`src/rtl/io_flag_ctrl_if.sv`:
```
// Peripheral-side handshake bundle for the two I/O channels (ch0 = GPIO, ch1 = UART).
// Latency: wires only, no storage.
// Backpressure: valid/ready per channel and per direction. Channel 1 occupies the upper DW bits.
interface io_flag_ctrl_if #(
   parameter int DW = 8
);
   logic [1:0]      in_valid;
   logic [2*DW-1:0] in_data;
   logic [1:0]      in_ready;
   logic [1:0]      out_valid;
   logic [2*DW-1:0] out_data;
   logic [1:0]      out_ready;

   // Controller side: accepts input bytes and offers output bytes.
   modport master (
      input  in_valid, in_data, out_ready,
      output in_ready, out_valid, out_data
   );

   // Peripheral side: offers input bytes and accepts output bytes.
   modport slave (
      output in_valid, in_data, out_ready,
      input  in_ready, out_valid, out_data
   );
endinterface

```
`src/rtl/io_flag_ctrl.sv`:
```
// I/O flag controller: INPR/OUTR, FGI/FGO, IEN, IMSK and a round-robin interrupt source picker.
// Latency: an input byte raises fgi 1 clk after the handshake; a CPU write raises out_valid 1 clk later.
// Backpressure: in_ready = ~fgi (one byte per channel); out_data is held until out_ready.
module io_flag_ctrl #(
   parameter int DW = 8
) (
   input  logic                clk,
   input  logic                rst_n,
   input  logic                cpu_sel,
   input  logic                cpu_inp,
   input  logic                cpu_out,
   input  logic [DW-1:0]       cpu_outd,
   input  logic                cpu_ion,
   input  logic                cpu_iof,
   input  logic                imsk_we,
   input  logic [3:0]          imsk_d,
   input  logic                irq_ack,
   io_flag_ctrl_if.master      pif,
   output logic [DW-1:0]       inpr,
   output logic [1:0]          fgi,
   output logic [1:0]          fgo,
   output logic                ien,
   output logic [3:0]          imsk,
   output logic                irq,
   output logic [1:0]          irq_src,
   output logic [1:0]          err
);

   logic [1:0][DW-1:0] inpr_q, inpr_d;
   logic [1:0][DW-1:0] outr_q, outr_d;
   logic [1:0]         fgi_q, fgi_d;
   logic [1:0]         fgo_q, fgo_d;
   logic [1:0]         ov_q, ov_d;
   logic [1:0]         err_q, err_d;
   logic               ien_q, ien_d;
   logic [3:0]         msk_q, msk_d;
   logic [1:0]         irq_src_q, irq_src_d;
   logic [1:0]         rr_ptr_q, rr_ptr_d;

   logic [3:0]         pend;
   logic               irq_w;
   logic [1:0]         rr_sel;
   logic               rr_found;
   logic [1:0]         rr_idx;

   // Pending sources, interrupt request and round-robin pick starting at rr_ptr.
   always_comb begin
      pend     = {fgo_q[1], fgi_q[1], fgo_q[0], fgi_q[0]} & msk_q;
      irq_w    = ien_q & (|pend);
      rr_sel   = 2'd0;
      rr_found = 1'b0;
      rr_idx   = 2'd0;
      for (int i = 0; i < 4; i++) begin
         rr_idx = rr_ptr_q + 2'(i);
         if (!rr_found && pend[rr_idx]) begin
            rr_found = 1'b1;
            rr_sel   = rr_idx;
         end
      end
   end

   // Next state for the per-channel input/output flag machines and the control registers.
   always_comb begin
      inpr_d    = inpr_q;
      outr_d    = outr_q;
      fgi_d     = fgi_q;
      fgo_d     = fgo_q;
      ov_d      = ov_q;
      err_d     = err_q;
      ien_d     = ien_q;
      msk_d     = msk_q;
      irq_src_d = irq_src_q;
      rr_ptr_d  = rr_ptr_q;

      for (int ch = 0; ch < 2; ch++) begin
         // Input side: FULL only drains on a CPU read; EMPTY takes a byte when offered.
         if (fgi_q[ch]) begin
            if (cpu_inp && (cpu_sel == 1'(ch)))
               fgi_d[ch] = 1'b0;
         end else begin
            if (cpu_inp && (cpu_sel == 1'(ch)))
               err_d[ch] = 1'b1;
            if (pif.in_valid[ch]) begin
               fgi_d[ch]  = 1'b1;
               inpr_d[ch] = pif.in_data[ch*DW +: DW];
            end
         end
         // Output side: IDLE loads OUTR on a CPU write; SEND waits for the peripheral.
         if (fgo_q[ch]) begin
            if (cpu_out && (cpu_sel == 1'(ch))) begin
               outr_d[ch] = cpu_outd;
               fgo_d[ch]  = 1'b0;
               ov_d[ch]   = 1'b1;
            end
         end else begin
            if (cpu_out && (cpu_sel == 1'(ch)))
               err_d[ch] = 1'b1;
            if (ov_q[ch] && pif.out_ready[ch]) begin
               fgo_d[ch] = 1'b1;
               ov_d[ch]  = 1'b0;
            end
         end
      end

      // Acknowledge latches the source and advances the pointer past it.
      if (irq_ack && irq_w) begin
         irq_src_d = rr_sel;
         rr_ptr_d  = rr_sel + 2'd1;
      end

      // IEN priority: IOF beats an accepted acknowledge, which beats ION.
      if (cpu_iof)
         ien_d = 1'b0;
      else if (irq_ack && irq_w)
         ien_d = 1'b0;
      else if (cpu_ion)
         ien_d = 1'b1;

      if (imsk_we)
         msk_d = imsk_d;
   end

   // State registers with synchronous reset; reset drops any byte in flight.
   always_ff @(posedge clk) begin
      if (!rst_n) begin
         inpr_q    <= '0;
         outr_q    <= '0;
         fgi_q     <= 2'b00;
         fgo_q     <= 2'b11;
         ov_q      <= 2'b00;
         err_q     <= 2'b00;
         ien_q     <= 1'b0;
         msk_q     <= 4'h0;
         irq_src_q <= 2'd0;
         rr_ptr_q  <= 2'd0;
      end else begin
         inpr_q    <= inpr_d;
         outr_q    <= outr_d;
         fgi_q     <= fgi_d;
         fgo_q     <= fgo_d;
         ov_q      <= ov_d;
         err_q     <= err_d;
         ien_q     <= ien_d;
         msk_q     <= msk_d;
         irq_src_q <= irq_src_d;
         rr_ptr_q  <= rr_ptr_d;
      end
   end

   assign pif.in_ready  = ~fgi_q;
   assign pif.out_valid = ov_q;
   assign pif.out_data  = outr_q;
   assign inpr          = inpr_q[cpu_sel];
   assign fgi           = fgi_q;
   assign fgo           = fgo_q;
   assign ien           = ien_q;
   assign imsk          = msk_q;
   assign irq           = irq_w;
   assign irq_src       = irq_src_q;
   assign err           = err_q;

endmodule
```
`src/flat_wrapper.sv`:
```
// flat-port wrapper written by rule: the top's interface ports become plain ports
module io_flag_ctrl_flat 
#(
   parameter int DW = 8
)
  (clk, rst_n, cpu_sel, cpu_inp, cpu_out, cpu_outd, cpu_ion, cpu_iof, imsk_we, imsk_d, irq_ack, inpr, fgi, fgo, ien, imsk, irq, irq_src, err, pif_in_valid, pif_in_data, pif_out_ready, pif_in_ready, pif_out_valid, pif_out_data);
  io_flag_ctrl_if #(.DW(DW)) pif_i ();
  input  logic clk;
  input  logic rst_n;
  input  logic cpu_sel;
  input  logic cpu_inp;
  input  logic cpu_out;
  input  logic [DW-1:0] cpu_outd;
  input  logic cpu_ion;
  input  logic cpu_iof;
  input  logic imsk_we;
  input  logic [3:0] imsk_d;
  input  logic irq_ack;
  output logic [DW-1:0] inpr;
  output logic [1:0] fgi;
  output logic [1:0] fgo;
  output logic ien;
  output logic [3:0] imsk;
  output logic irq;
  output logic [1:0] irq_src;
  output logic [1:0] err;
  input wire logic [$bits(pif_i.in_valid)-1:0] pif_in_valid;
  input wire logic [$bits(pif_i.in_data)-1:0] pif_in_data;
  input wire logic [$bits(pif_i.out_ready)-1:0] pif_out_ready;
  output wire logic [$bits(pif_i.in_ready)-1:0] pif_in_ready;
  output wire logic [$bits(pif_i.out_valid)-1:0] pif_out_valid;
  output wire logic [$bits(pif_i.out_data)-1:0] pif_out_data;
  assign pif_i.in_valid = pif_in_valid;
  assign pif_i.in_data = pif_in_data;
  assign pif_i.out_ready = pif_out_ready;
  assign pif_in_ready = pif_i.in_ready;
  assign pif_out_valid = pif_i.out_valid;
  assign pif_out_data = pif_i.out_data;
  io_flag_ctrl #(.DW(DW)) u_core (.clk(clk), .rst_n(rst_n), .cpu_sel(cpu_sel), .cpu_inp(cpu_inp), .cpu_out(cpu_out), .cpu_outd(cpu_outd), .cpu_ion(cpu_ion), .cpu_iof(cpu_iof), .imsk_we(imsk_we), .imsk_d(imsk_d), .irq_ack(irq_ack), .pif(pif_i), .inpr(inpr), .fgi(fgi), .fgo(fgo), .ien(ien), .imsk(imsk), .irq(irq), .irq_src(irq_src), .err(err));
endmodule
```
`config.mk`:
```
export PLATFORM = sky130hd
export DESIGN_NAME = io_flag_ctrl_flat
export DESIGN_NICKNAME = d
export VERILOG_FILES = /design/src/rtl/io_flag_ctrl_if.sv /design/src/rtl/io_flag_ctrl.sv /design/src/flat_wrapper.sv
export SDC_FILE = /design/constraint.sdc
export NUM_CORES = 1
export LEC_CHECK = 0
export CAP_MARGIN = 40
export CORE_ASPECT_RATIO = 2
export CORE_MARGIN = 1
export CORE_UTILIZATION = 40
export CTS_CLUSTER_SIZE = 25
export DETAILED_ROUTE_END_ITERATION = 10
export PLACE_DENSITY_LB_ADDON = 0.1
export SLEW_MARGIN = 5
export SYNTH_ARGS = -nofsm -noshare
export SYNTH_HDL_FRONTEND = slang
export SYNTH_SLANG_ARGS = --single-unit
```
`constraint.sdc`:
```
create_clock -name clk -period 1.49 [get_ports clk]
set_input_delay 0.298 -clock clk [delete_from_list [all_inputs] [get_ports clk]]
set_output_delay 0.298 -clock clk [all_outputs]
set_load 0.1 [all_outputs]
```
==> flow_metrics.env, run 1 <==
export IMPL_maxSlewHeadroom_pct=78.8
export IMPL_crit_path_max_fanout=2
export IMPL_grt_use_total_pct=22.5
export IMPL_final_cell_area_um2=3710
export IMPL_drtIter0Drc=42
export IMPL_io_pins=83
export IMPL_io_buffers=82
export IMPL_area_delta_synth_final_pct=84.0
export IMPL_grt_pass1_vias=1983
export IMPL_cts_root_buf="clkbuf_8"
export IMPL_violations="setup timing"
export IMPL_p_sw_share_pct=34.2
export IMPL_status="finished, violations left"
export IMPL_grt_max_degree=16
export IMPL_drc_errors=0
export IMPL_hold_viol_final=0
export IMPL_die_w_um=52.2
export IMPL_drive_gt1_share_pct=31.0
export IMPL_startpoint_type="register"
export IMPL_vias=1973
export IMPL_powerDensity_nw_per_um2=941
export IMPL_worst_pin_slew_ps=317
export IMPL_rsz0062_at_grt="true"
export IMPL_worst_ep_required_time_ps=1190
export IMPL_synthFlopType="dfxtp_1"
export IMPL_via_per_inst=5.02
export IMPL_synth_edf_count=0
export IMPL_synth_top_area_share_pct=48.6
export IMPL_min_period_over_period_pct=109
export IMPL_die_area_um2=5350
export IMPL_r2r_start="u_core.imsk[2]"
export IMPL_dp_slack_ps=-319
export IMPL_coreArea_um2=4860
export IMPL_clock_path_buffers=2
export IMPL_async_flop_share_pct=0
export IMPL_n_antenna_cell=0
export IMPL_startpoint="u_core.imsk[0]"
export IMPL_finalWeightedCongestion=0.776
export IMPL_finalPower_mw=3.49
export IMPL_clock_power_share_pct=24.2
export IMPL_cts_sinks=49
export IMPL_min_path_type="reg -> reg"
export IMPL_period_needed_ps=1620
export IMPL_synth_seq_cells=49
export IMPL_rr_endpoint="u_core.rr_ptr_q[1]"
export IMPL_h_tree_depth=2
export IMPL_clkTransAtPathRegs_ps=80
export IMPL_hp_start="u_core.inpr_q[8]"
export IMPL_switching_power_mw=1.20
export IMPL_antenna_found_initial=0
export IMPL_worstSetupEndpointType="primary output"
export IMPL_avgSynthCellArea_um2=8.73
export IMPL_synth_area_um2=2020
export IMPL_die_height_um=102
export IMPL_fin_nets=377
export IMPL_n_fill_cell=338
export IMPL_ant_nets=0
export IMPL_ys_seq_area_share_pct=48.6
export IMPL_cap_violations=0
export IMPL_p_int_mw=2.30
export IMPL_max_stage_delay_ps=350
export IMPL_hold_depth=2
export IMPL_wl_um=5780
export IMPL_instances_no_fill=393
export IMPL_combinationalPowerShare_pct=34.4
export IMPL_slowest_stage="dfxtp_4"
export IMPL_min_to="u_core.inpr_q[8]"
export IMPL_wl_per_cell_um=14.7
export IMPL_r2r_slack_ps=-90
export IMPL_fmax_mhz=615
export IMPL_synth_cells=231
export IMPL_layout_setup_ws_ps=-135
export IMPL_start_util_pct=41.5
export IMPL_maxSlewViolCount=0
export IMPL_grt_ovfl_total=0
export IMPL_grt_pass1_wl_um=8870
export IMPL_cts_tree="built"
export IMPL_reg2regPathDepth=6
export IMPL_worstPathCellList="and2_4 > o31a_4 > buf_12"
export IMPL_seq_power_share_pct=41.4
export IMPL_yosys_cell_types_count=31
export IMPL_cts_buffers=5
export IMPL_yosys_area_top_type="dfxtp_1"
export IMPL_dp_cells=376
export IMPL_ir_drop_mv=1.08
export IMPL_finalSetupViolCount=3
export IMPL_cp_arrival_ps=1330
export IMPL_dr_pass1_iters=4
export IMPL_p_leak_nw=1.52
export IMPL_clock_skew_final_ps=5.49
export IMPL_std_cell_rows=36
export IMPL_dpl_hpwl_um=4370
export IMPL_clock_latency_ps=300
export IMPL_yosys_warnings=0
export IMPL_criticalPathCategory="reg -> out"
export IMPL_synth_area_leaders="dfxtp_1 (49%), nand2_1 (13%), a21boi_0 (12%)"
export IMPL_placed_cell_area_um2=3500
export IMPL_synth_nets=272
metrics by stage:
stage                     hold slack, ps  utilization, %  TNS, ps
after floorplan                      367               -    -2570
after global placement               450            71.9    -4810
after detailed placement             456            71.9    -5530
after CTS                            466            75.5     -165
after global routing                 482            76.3     -387
final                                467            76.3     -229
power by group through the flow:
stage / combinational (mW) / clock, mW / sequential, mW
detailed placement: 1.15 / 0 / 1.49
global route: 1.25 / 0.921 / 1.45
CTS: 1.19 / 0.866 / 1.45
finish: 1.20 / 0.844 / 1.45
global placement: 1.14 / 0 / 1.49
floorplan: 0.345 / 0 / 1.78
state kept, by name (all words and copies together), names as in the netlist:
name,flops
u_core.irq_src,2
u_core.fgo,2
u_core.pif.out_data,16
u_core.inpr_q,16
u_core.fgi,2
u_core.err,2
u_core.ien,1
u_core.pif.out_valid,2
u_core.rr_ptr_q,2
u_core.imsk,4
cell usage after synthesis, types with 2 or more instances:
cell	instances
and2_4	2
dfxtp_1	49
clkbuf_1	9
clkinv_1	2
inv_1	6
nor2b_1	7
nor2_1	2
o21ai_0	8
mux2_2	8
a31oi_1	2
a221o_1	2
nand3_1	4
o211a_1	2
a21boi_0	32
a21oi_1	5
nand2_1	71
mux2i_1	5
a22oi_1	2
worst max-delay path: cells and delay by family (launching register included):
| family | cells | cell delay, ps |
|---|---|---|
| buffers and inverters | 1 | 170 |
| flip-flops | 1 | 350 |
| AO/OA/AOI/OAI | 1 | 350 |
| AND/OR/NAND/NOR | 1 | 160 |
layout by cell type (no fill, tap or decap), drive strengths merged, types with 3 or more instances in the layout:
master,count
a21boi,34
a21oi,5
buf,68
clkbuf,6
clkdlybuf4s50,39
clkinv,3
dfxtp,49
inv,4
mux2,8
mux2i,5
nand2,71
nand3,4
nor2b,7
o21ai,8
final cells by class:
cell class / count / area [um^2] / area share [%]
Timing Repair Buffer: 108 / 1470 / 39.6
Multi-Input combinational cell: 164 / 1020 / 27.5
Sequential cell: 49 / 1010 / 27.3
Clock buffer: 6 / 93.8 / 2.53
Tap cell: 57 / 71.3 / 1.92
Inverter: 8 / 37.5 / 1.01
Clock inverter: 1 / 5.00 / 0.135
per-layer routing:
layer	up-vias	track usage [%]	wire length, um
li1	988	-	-
met1	908	19.9	1990
met2	65	44.4	3330
met3	12	5.80	288
met4	0	10.5	176
met5	-	0	0
what timing repair did:
| item | CTS | global route |
|---|---|---|
| resized for setup | 8 | 4 |
| buffers inserted | 7 | 3 |
| setup endpoints to repair | 9 | 7 |
| pin swaps | 4 | 2 |
| hold buffers | 0 | 0 |
kinds of logic after synthesis:
kind of cell	Yosys count	synth area share, %
AO/OA/AOI/OAI	60	21.6
XOR/XNOR	1	0.434
buffers and inverters	18	3.35
flip-flops	49	48.6
multiplexers	13	6.95
AND/OR/NAND/NOR	90	19.0
worst max-delay path by stage:
stage	cells past startpoint	to	slack, ps
floorplan	4	u_core.err[0]	-230
global placement	4	inpr[0]	-300
detailed placement	4	inpr[6]	-320
CTS	3	irq	-140
global route	3	irq	-150
finish	3	irq	-130
Note: power is estimated with default switching activity, not from simulation.
==> inputs of run 2 (changes only) <==
Settings changed: ABC_AREA set to 0, GPL_ROUTABILITY_DRIVEN set to 0.
==> results of run 2 <==
Same layout as run 1: the final DEF is identical, and so are final timing and power.
